**src/rtl/shifter_pkg.sv**
```systemverilog
// Shared types for the pipelined shifter: operation encoding, per-stage control
// payload and the shift-amount width helper.
package shifter_pkg;

  typedef enum logic [1:0] {
    SH_LSL = 2'b00,
    SH_LSR = 2'b01,
    SH_ASR = 2'b10,
    SH_ROR = 2'b11
  } sh_op_t;

  // Control half of the stage payload. Data and remaining shamt travel beside it
  // because their widths follow WIDTH.
  typedef struct packed {
    sh_op_t op;
    logic   carry;
    logic   fill;
  } sh_ctl_t;

  function automatic int shw(input int width);
    return $clog2(width);
  endfunction

endpackage

```
**src/rtl/shift_stage.sv**
```systemverilog
// One slice of the log shifter: NUM_LVL combinational levels starting at
// FIRST_LVL, followed by an elastic register with valid/ready.
module shift_stage
  import shifter_pkg::*;
#(
  parameter int WIDTH     = 32,
  parameter int FIRST_LVL = 0,
  parameter int NUM_LVL   = 1,
  parameter int SHW       = shw(WIDTH)
) (
  input  logic             clk,
  input  logic             rst_n,
  input  logic             i_valid,
  output logic             o_in_ready,
  input  logic [WIDTH-1:0] i_data,
  input  logic [SHW-1:0]   i_shamt,
  input  sh_ctl_t          i_ctl,
  output logic             o_valid,
  input  logic             i_out_ready,
  output logic [WIDTH-1:0] o_data,
  output logic [SHW-1:0]   o_shamt,
  output sh_ctl_t          o_ctl
);

  logic [WIDTH-1:0] w_data;
  logic             r_valid;
  logic [WIDTH-1:0] r_data;
  logic [SHW-1:0]   r_shamt;
  sh_ctl_t          r_ctl;

  // LSR and ASR share a path: the fill bit already carries the sign for ASR.
  always_comb begin
    w_data = i_data;
    for (int l = 0; l < NUM_LVL; l++) begin
      int amt;
      amt = 1 << (FIRST_LVL + l);
      if (i_shamt[FIRST_LVL+l]) begin
        case (i_ctl.op)
          SH_LSL:  w_data = w_data << amt;
          SH_ROR:  w_data = (w_data >> amt) | (w_data << (WIDTH - amt));
          default: w_data = (w_data >> amt) | ({WIDTH{i_ctl.fill}} << (WIDTH - amt));
        endcase
      end
    end
  end

  assign o_in_ready = !r_valid || i_out_ready;

  always_ff @(posedge clk or negedge rst_n) begin
    if (!rst_n) begin
      r_valid <= 1'b0;
      r_data  <= '0;
      r_shamt <= '0;
      r_ctl   <= '0;
    end else if (o_in_ready) begin
      r_valid <= i_valid;
      if (i_valid) begin
        r_data  <= w_data;
        r_shamt <= i_shamt;
        r_ctl   <= i_ctl;
      end
    end
  end

  assign o_valid = r_valid;
  assign o_data  = r_data;
  assign o_shamt = r_shamt;
  assign o_ctl   = r_ctl;

endmodule

```
**src/rtl/pipelined_shifter.sv**
```systemverilog
// Pipelined LSL/LSR/ASR/ROR/RRX shifter with ARM carry-out. Carry and RRX are
// resolved up front; the log levels are then spread over STAGES elastic slices.
module pipelined_shifter
  import shifter_pkg::*;
#(
  parameter int WIDTH  = 32,
  parameter int STAGES = 1
) (
  input  logic                   CLK,
  input  logic                   Reset_n,
  input  logic                   in_valid,
  output logic                   in_ready,
  input  logic [1:0]             Sh,
  input  logic [shw(WIDTH)-1:0]  Shamt,
  input  logic [WIDTH-1:0]       ShIn,
  input  logic                   CarryIn,
  output logic                   out_valid,
  input  logic                   out_ready,
  output logic [WIDTH-1:0]       ShOut,
  output logic                   CarryOut
);

  localparam int SHW   = shw(WIDTH);
  localparam int BASE  = SHW / STAGES;
  localparam int EXTRA = SHW % STAGES;

  sh_op_t           w_op;
  logic             w_nz;
  logic [SHW-1:0]   w_nm1;
  logic [SHW-1:0]   w_wmn;
  logic [WIDTH-1:0] w_data0;
  sh_ctl_t          w_ctl0;

  assign w_op  = sh_op_t'(Sh);
  assign w_nz  = |Shamt;
  assign w_nm1 = Shamt - SHW'(1);
  assign w_wmn = '0 - Shamt;  // WIDTH-n, valid for n != 0

  // RRX is finished here; with shamt 0 the levels below pass it through.
  always_comb begin
    w_data0     = ShIn;
    w_ctl0.op   = w_op;
    w_ctl0.fill = (w_op == SH_ASR) && ShIn[WIDTH-1];
    w_ctl0.carry = CarryIn;
    if (!w_nz) begin
      if (w_op == SH_ROR) begin
        w_data0      = {CarryIn, ShIn[WIDTH-1:1]};
        w_ctl0.carry = ShIn[0];
      end
    end else if (w_op == SH_LSL) begin
      w_ctl0.carry = ShIn[w_wmn];
    end else begin
      w_ctl0.carry = ShIn[w_nm1];
    end
  end

  logic [STAGES:0]            vld_pipe;
  logic [STAGES:0]            rdy_pipe;
  logic [STAGES:0][WIDTH-1:0] w_data;
  logic [STAGES:0][SHW-1:0]   w_shamt;
  sh_ctl_t [STAGES:0]         w_ctl;

  assign vld_pipe[0]      = in_valid;
  assign w_data[0]        = w_data0;
  assign w_shamt[0]       = Shamt;
  assign w_ctl[0]         = w_ctl0;
  assign rdy_pipe[STAGES] = out_ready;
  assign in_ready         = rdy_pipe[0];

  for (genvar k = 0; k < STAGES; k++) begin : g_stage
    localparam int FIRST = k * BASE + ((k < EXTRA) ? k : EXTRA);
    localparam int NUM   = BASE + ((k < EXTRA) ? 1 : 0);
    shift_stage #(
      .WIDTH(WIDTH), .FIRST_LVL(FIRST), .NUM_LVL(NUM), .SHW(SHW)
    ) u_stage (
      .clk        (CLK),
      .rst_n      (Reset_n),
      .i_valid    (vld_pipe[k]),
      .o_in_ready (rdy_pipe[k]),
      .i_data     (w_data[k]),
      .i_shamt    (w_shamt[k]),
      .i_ctl      (w_ctl[k]),
      .o_valid    (vld_pipe[k+1]),
      .i_out_ready(rdy_pipe[k+1]),
      .o_data     (w_data[k+1]),
      .o_shamt    (w_shamt[k+1]),
      .o_ctl      (w_ctl[k+1])
    );
  end

  assign out_valid = vld_pipe[STAGES];
  assign ShOut     = w_data[STAGES];
  assign CarryOut  = w_ctl[STAGES].carry;

  logic w_unused;
  assign w_unused = ^{w_shamt[STAGES], w_ctl[STAGES].op, w_ctl[STAGES].fill};

endmodule

```
**config.mk**
```make
export PLATFORM = sky130hd
export DESIGN_NAME = pipelined_shifter
export DESIGN_NICKNAME = d
export VERILOG_FILES = /design/src/rtl/shifter_pkg.sv /design/src/rtl/shift_stage.sv /design/src/rtl/pipelined_shifter.sv
export SDC_FILE = /design/constraint.sdc
export NUM_CORES = 1
export LEC_CHECK = 0
export ABC_AREA = 1
export CAP_MARGIN = 20
export CORE_ASPECT_RATIO = 0.8
export CORE_MARGIN = 1
export CORE_UTILIZATION = 62
export DETAILED_ROUTE_END_ITERATION = 12
export PLACE_DENSITY = 0.95
export SETUP_SLACK_MARGIN = 0.15
export SYNTH_ARGS = -nofsm -noshare
export SYNTH_HDL_FRONTEND = slang
export SYNTH_SLANG_ARGS = --single-unit
export TNS_END_PERCENT = 50
```
**constraint.sdc**
```tcl
create_clock -name CLK -period 2.9 [get_ports CLK]
set_input_delay 0.87 -clock CLK [delete_from_list [all_inputs] [get_ports CLK]]
set_output_delay 0.87 -clock CLK [all_outputs]
set_load 0.02 [all_outputs]
```
==> results of run 1 <==
-- metal layers --
| layer | GRT overflow | global-route usage (%) |
|---|---|---|
| met5 | 2 | 49.5 |
| met4 | 60 | 92.9 |
| met3 | 8 | 71.3 |
| met2 | 56 | 99.7 |
| met1 | 5 | 86.5 |
-- stage by stage --
step | hold slack [ns] | setup TNS (ns) | utilization, % | cell area [um^2]
4_1_cts | 0.479 | 0 | 97.5 | 8460
3_5_place_dp | 0.471 | -23.30 | 82.2 | 7130
3_3_place_gp | 0.464 | -19.69 | 82.2 | 7130
2_1_floorplan | 0.574 | -5.34 | - | 5900
-- cell families after synthesis --
group / after synthesis
AO/OA/AOI/OAI: 118
XOR/XNOR: 4
AND/OR/NAND/NOR: 738
buffers and inverters: 109
flip-flops: 34
adder cells (fa/ha/maj): 7
-- timing repair --
| item | in CTS |
|---|---|
| setup endpoints to repair | 34 |
| gates resized for setup | 233 |
| pin swaps | 92 |
| hold buffers | 0 |
| cloned | 8 |
| setup buffers | 7 |
==> results_tabular.tex, run 1 <==
\begin{tabular}{lr}
\hline
Metric & Value \\
\hline
\multicolumn{2}{l}{\textbf{Outcome}} \\
\quad Last stage reached & global routing (5\_1\_grt) \\
\quad First error & [ERROR GRT-0116] Global routing finished with congestion. Check the congestion regions in the DRC Viewer. \\
\quad Outcome & aborted with a tool error \\
\multicolumn{2}{l}{\textbf{Synth}} \\
\quad Post-Syn Instances & 1010 \\
\quad Synthesized net count & 1061 \\
\quad Xor and xnor fraction of the mapped netlist area & 0.620\% \\
\quad Largest family of logic cells by synthesized area & simple AND/OR/NAND/NOR gates \\
\quad Simple-gate area share of the yosys netlist & 61.8\% \\
\quad Commonest cells post-synth & nand2\_1, nand3\_1, nand4\_1 \\
\quad Synth warn & 0 \\
\quad Synthesized area & 5650 um\^{}2 \\
\quad Library cell with the highest instance count after synthesis & nand2\_1 \\
\quad Fraction of post-synthesis cell area in the top cell type by area & 23.9\% \\
\quad Portion of the post-synthesis area used by sequential elements & 15.0\% \\
\quad Area leader, netlist & nand2\_1 \\
\quad Share of flip-flops with an asynchronous set or reset & 100\% \\
\quad \#FFs+latches synth & 34 \\
\quad Number of enable-type register cells in the synthesized netlist & 0 \\
\quad Main flop type after synthesis & dfrtp\_1 \\
\quad Adder-cell share of the synthesized area & 1.55\% \\
\quad Cell types with the largest area share after synthesis & nand2\_1, nand3\_1, dfrtp\_1 \\
\quad Mux contribution to synthesized area & 0\% \\
\quad Average footprint of a synthesized cell & 5.60 um\^{}2 \\
\quad Share of the synthesized area in compound gates (AO/OA/AOI/OAI) & 11.2\% \\
\quad Count of distinct cell types in the synthesized netlist & 30 \\
\multicolumn{2}{l}{\textbf{Placed design}} \\
\quad Placement-stage worst setup slack & -0.829 ns \\
\quad RePlAce Congestion & 1.16 \\
\quad Detailed-placement wirelength estimate & 17.1 mm \\
\quad Cell total after placement & 1216 \\
\quad Quantity of I/O buffers inserted on ports & 78 \\
\multicolumn{2}{l}{\textbf{CTS}} \\
\quad Htree depth & 2 \\
\quad Buffer levels on the longest clock path & 2 \\
\quad Sinks on the clock net & 34 \\
\quad Root cell of the clock tree & clkbuf\_16 \\
\quad Inserted Clock Buffers & 5 \\
\multicolumn{2}{l}{\textbf{Die}} \\
\quad Number of top-level pins & 79 \\
\quad Height of the die & 87.4 um \\
\quad Number of cell rows & 30 \\
\quad Initial core utilization & 65.2\% \\
\quad Horizontal die dimension & 109 um \\
\multicolumn{2}{l}{\textbf{GRT}} \\
\quad Number of global-route vias before repair & 11441 \\
\quad Tot GR Track Use & 86.7\% \\
\quad Maximum number of pins on one net before global-route repair & 70 \\
\quad GR Overflow Total & 131 \\
\quad Wire length of the first global-routing pass & 62.0 mm \\
\hline
\end{tabular}
==> inputs of run 2 (changes only) <==
--- a/config.mk
+++ b/config.mk
@@ -7,12 +7,10 @@
 export LEC_CHECK = 0
 export ABC_AREA = 1
 export CAP_MARGIN = 20
-export CORE_ASPECT_RATIO = 0.8
 export CORE_MARGIN = 1
-export CORE_UTILIZATION = 62
+export CORE_UTILIZATION = 40
 export DETAILED_ROUTE_END_ITERATION = 12
-export PLACE_DENSITY = 0.95
-export SETUP_SLACK_MARGIN = 0.15
+export PLACE_DENSITY_LB_ADDON = 0.15
 export SYNTH_ARGS = -nofsm -noshare
 export SYNTH_HDL_FRONTEND = slang
 export SYNTH_SLANG_ARGS = --single-unit
==> run 2 against run 1 <==
Net effect:
- the flow now finishes, with violations (setup timing)
- synthesized cell count is the same
- area after synthesis did not move
==> results_tabular.tex, run 2 <==
\begin{tabular}{lr}
\hline
Metric & Value \\
\hline
\multicolumn{2}{l}{\textbf{Cells and area}} \\
\quad Final non-filler cell area & 9120 um\^{}2 \\
\quad Final \#Nets & 1220 \\
\quad Number of non-filler instances in the completed layout & 1351 \\
\quad Area growth from synthesis to layout & 61.3\% \\
\quad Leading cell type in the layout, fill and taps excluded & nand2\_1 \\
\quad Filler cell count & 1233 \\
\quad Commonest cells after routing, fill and taps aside & nand2\_1, nand3\_2, buf\_4 \\
\quad Number of flip-flops in the largest register & 32 \\
\quad Final core occ & 66.0\% \\
\quad Share of final-layout standard cells stronger than drive strength 1 & 36.3\% \\
\multicolumn{2}{l}{\textbf{CTS}} \\
\quad Sinks on the clock net & 34 (unchanged) \\
\quad Root cell of the clock tree & clkbuf\_16 \\
\quad Htree depth & 2 (unchanged) \\
\quad Buffer levels on the longest clock path & 2 (unchanged) \\
\quad Source-to-sink clock delay at the later pin of the worst-skew pair & 0.30 ns \\
\quad Inserted Clock Buffers & 5 (unchanged) \\
\quad Worst-path clk slew & 0.06 ns \\
\quad Clock tree from TritonCTS & built \\
\multicolumn{2}{l}{\textbf{STA}} \\
\quad Final Critical Period & 2.93 ns \\
\quad Least-Margin Pin Slew & 0.779 ns \\
\quad Post-route setup TNS & -0.0654 ns \\
\quad Setup clock skew after layout & 0.00699 ns \\
\quad Max-slew violation count & 0 \\
\quad Worst path setup slack after routing & -0.0273 ns \\
\quad Final worst path period share & 101\% \\
\quad Number of hold violations in the final report & 0 \\
\quad Setup repair after global routing missed its margin & true \\
\quad Achievable Freq & 342 MHz \\
\quad Worst slew margin relative to its limit & 48.0\% \\
\quad Total setup violations reported at the end of the flow & 4 \\
\multicolumn{2}{l}{\textbf{Power and ir drop}} \\
\quad Total design power & 3.10 mW \\
\quad Power per cell area & 340 nW/um\^{}2 \\
\quad Worst VDD drop & 320 uV \\
\quad Leakage power total & 4.04 nW \\
\multicolumn{2}{l}{\textbf{GRT}} \\
\quad Maximum number of pins on one net before global-route repair & 38 \\
\quad Number of global-route vias before repair & 7412 \\
\quad Wire length of the first global-routing pass & 40.1 mm \\
\quad Initial antenna violation count & 1 \\
\quad Tot GR Track Use & 35.0\% \\
\quad GR Overflow Total & 0 \\
\multicolumn{2}{l}{\textbf{Placed design}} \\
\quad RePlAce Congestion & 1.04 (-11\%) \\
\quad Cell total after placement & 1321 (+8.6\%) \\
\quad Quantity of I/O buffers inserted on ports & 78 (unchanged) \\
\quad Cell area after placement & 7510 um\^{}2 (+5.4\%) \\
\quad Detailed-placement wirelength estimate & 18.3 mm (+7.5\%) \\
\multicolumn{2}{l}{\textbf{Outcome}} \\
\quad Violations in the final reports & setup timing \\
\quad Outcome & finished with violations \\
\multicolumn{2}{l}{\textbf{Synth}} \\
\quad Area leader, netlist & nand2\_1 \\
\quad Share of flip-flops with an asynchronous set or reset & 100\% (unchanged) \\
\quad Fraction of post-synthesis cell area in the top cell type by area & 23.9\% (unchanged) \\
\quad Portion of the post-synthesis area used by sequential elements & 15.0\% (unchanged) \\
\quad Commonest cells post-synth & nand2\_1, nand3\_1, nand4\_1 \\
\quad Synthesized area & 5650 um\^{}2 (unchanged) \\
\quad Cell types with the largest area share after synthesis & nand2\_1, nand3\_1, dfrtp\_1 \\
\quad Number of enable-type register cells in the synthesized netlist & 0 (unchanged) \\
\quad Average footprint of a synthesized cell & 5.60 um\^{}2 (unchanged) \\
\quad Library cell with the highest instance count after synthesis & nand2\_1 \\
\quad \#FFs+latches synth & 34 (unchanged) \\
\quad Synthesized net count & 1061 (unchanged) \\
\quad Count of distinct cell types in the synthesized netlist & 30 (unchanged) \\
\quad Main flop type after synthesis & dfrtp\_1 \\
\quad Post-Syn Instances & 1010 (unchanged) \\
\quad Synth warn & 0 (unchanged) \\
\multicolumn{2}{l}{\textbf{Worst setup path}} \\
\quad Kind of critical path & primary input to flip-flop \\
\quad Required time of the worst setup path & 3.08 ns \\
\quad Endpoint arrival time on the critical path & 3.11 ns \\
\quad CP startpoint kind & primary input \\
\quad Kind of capture point of the worst setup path & flip-flop \\
\quad Critical path peak fanout & 6 \\
\multicolumn{2}{l}{\textbf{Drt}} \\
\quad Routed vias/inst & 6.17 \\
\quad Post-detailed-route wirelength per cell & 19.3 um \\
\quad Detailed Route Iter0 Violations & 910 \\
\quad Count of vias placed by the detailed router & 8338 \\
\quad Number of optimization iterations in the first detailed-route pass & 9 \\
\quad DRT Wirelength & 26.0 mm \\
\quad Remaining design rule violation count & 0 \\
\quad Post-route ant nets & 0 \\
\multicolumn{2}{l}{\textbf{Die}} \\
\quad Die area & 14600 um\^{}2 \\
\quad Horizontal die dimension & 121 um (+11\%) \\
\quad Core footprint & 13800 um\^{}2 \\
\quad Height of the die & 121 um (+38\%) \\
\quad Number of cell rows & 43 (+43\%) \\
\quad Number of top-level pins & 79 (unchanged) \\
\quad Initial core utilization & 40.9\% (-24 points) \\
\multicolumn{2}{l}{\textbf{Worst hold path}} \\
\quad Class of the tightest hold or removal check & flip-flop to flip-flop \\
\multicolumn{2}{l}{\textbf{Flow run}} \\
\quad Max-cap violations & 0 \\
\hline
\end{tabular}
## run 2: per-stage QoR
| stage | setup WS (ns) | hold slack, ns |
|---|---|---|
| after global routing | -0.128 | 0.501 |
| after detailed placement | -0.796 | 0.468 |
| final | -0.0273 | 0.480 |
| after CTS | 0.00460 | 0.480 |
| after global placement | -0.817 | 0.466 |
| after floorplan | -0.192 | 0.574 |
## run 2: worst paths after layout
kind                                                    start                       endpoint  slack, ns  cells after the start
worst max register to register     g_stage[0].u_stage.o_valid  g_stage[0].u_stage.o_data[16]       1.33                      8
worst min register to register  g_stage[0].u_stage.o_data[26]  g_stage[0].u_stage.o_data[26]       0.48                      2
max in group asynchronous                             Reset_n     g_stage[0].u_stage.o_valid       1.74                      1
worst max-delay path                                 Shamt[1]  g_stage[0].u_stage.o_data[28]      -0.03                     21
worst min-delay path            g_stage[0].u_stage.o_data[26]  g_stage[0].u_stage.o_data[26]       0.48                      2
min in group asynchronous                             Reset_n  g_stage[0].u_stage.o_data[21]       0.65                      1
## run 2: logic make-up (layout without fill, tap and decap cells)
family          Yosys count  in the layout  share of synthesized area [%]
compound gates          118            118                           11.2
xor+xnor                  4              4                          0.620
fa+ha+maj                 7              7                           1.55
other cells               0              1                              0
flops                    34             34                           15.0
buf+inv                 109            269                           9.80
simple gates            738            738                           61.8
## run 2: routing by layer
layer  up-vias  track usage [%]  wire [um]
li1       3836                -          -
met5         -                0         12
met1      3904             48.2      11000
met2       503             51.7      11300
met4         2             12.1        953
met3        93             10.1       2730
## run 2: critical path, cell delays in order
cell,delay [ns]
buf_8,0.11
inv_8,0.05
ha_4,0.14
nand2_4,0.05
nor2_4,0.09
ha_4,0.20
nand2_8,0.12
buf_12,0.17
nand2_4,0.08
nand3_2,0.08
buf_4,0.15
nand4_1,0.12
nand3_2,0.13
nand2_1,0.13
nand3_4,0.11
nand2_1,0.08
nand3_1,0.11
nand2_1,0.08
nand2_1,0.05
nand3_1,0.11
nand2_1,0.05
## run 2: what timing repair did
| action | 4_1_cts | 5_1_grt |
|---|---|---|
| hold buffers | 0 | 0 |
| endpoints found under the setup margin | 34 | 33 |
| setup buffers | 7 | 12 |
| gates resized for setup | 146 | 135 |
| pin swaps | 43 | 57 |
| cloned | 5 | 0 |
## run 2: power by group
| part | internal [mW] | leakage [nW] | switching, mW |
|---|---|---|---|
| logic | 0.712 | 3.53 | 1.05 |
| clock network | 0.494 | 0.0940 | 0.229 |
| registers | 0.558 | 0.416 | 0.0584 |
## run 2: area by class of cell
class	instances	area [um^2]	area share, %
multi-input cells	867	5530	60.6
repair buffers	219	2150	23.5
flip-flops and latches	34	851	9.33
well taps	180	225	2.47
inverters	42	174	1.91
clock buffers	5	125	1.37
clock inverters	3	68.8	0.754
diodes	1	2.50	0.0274
No activity file was read; power rests on OpenSTA's default activity.
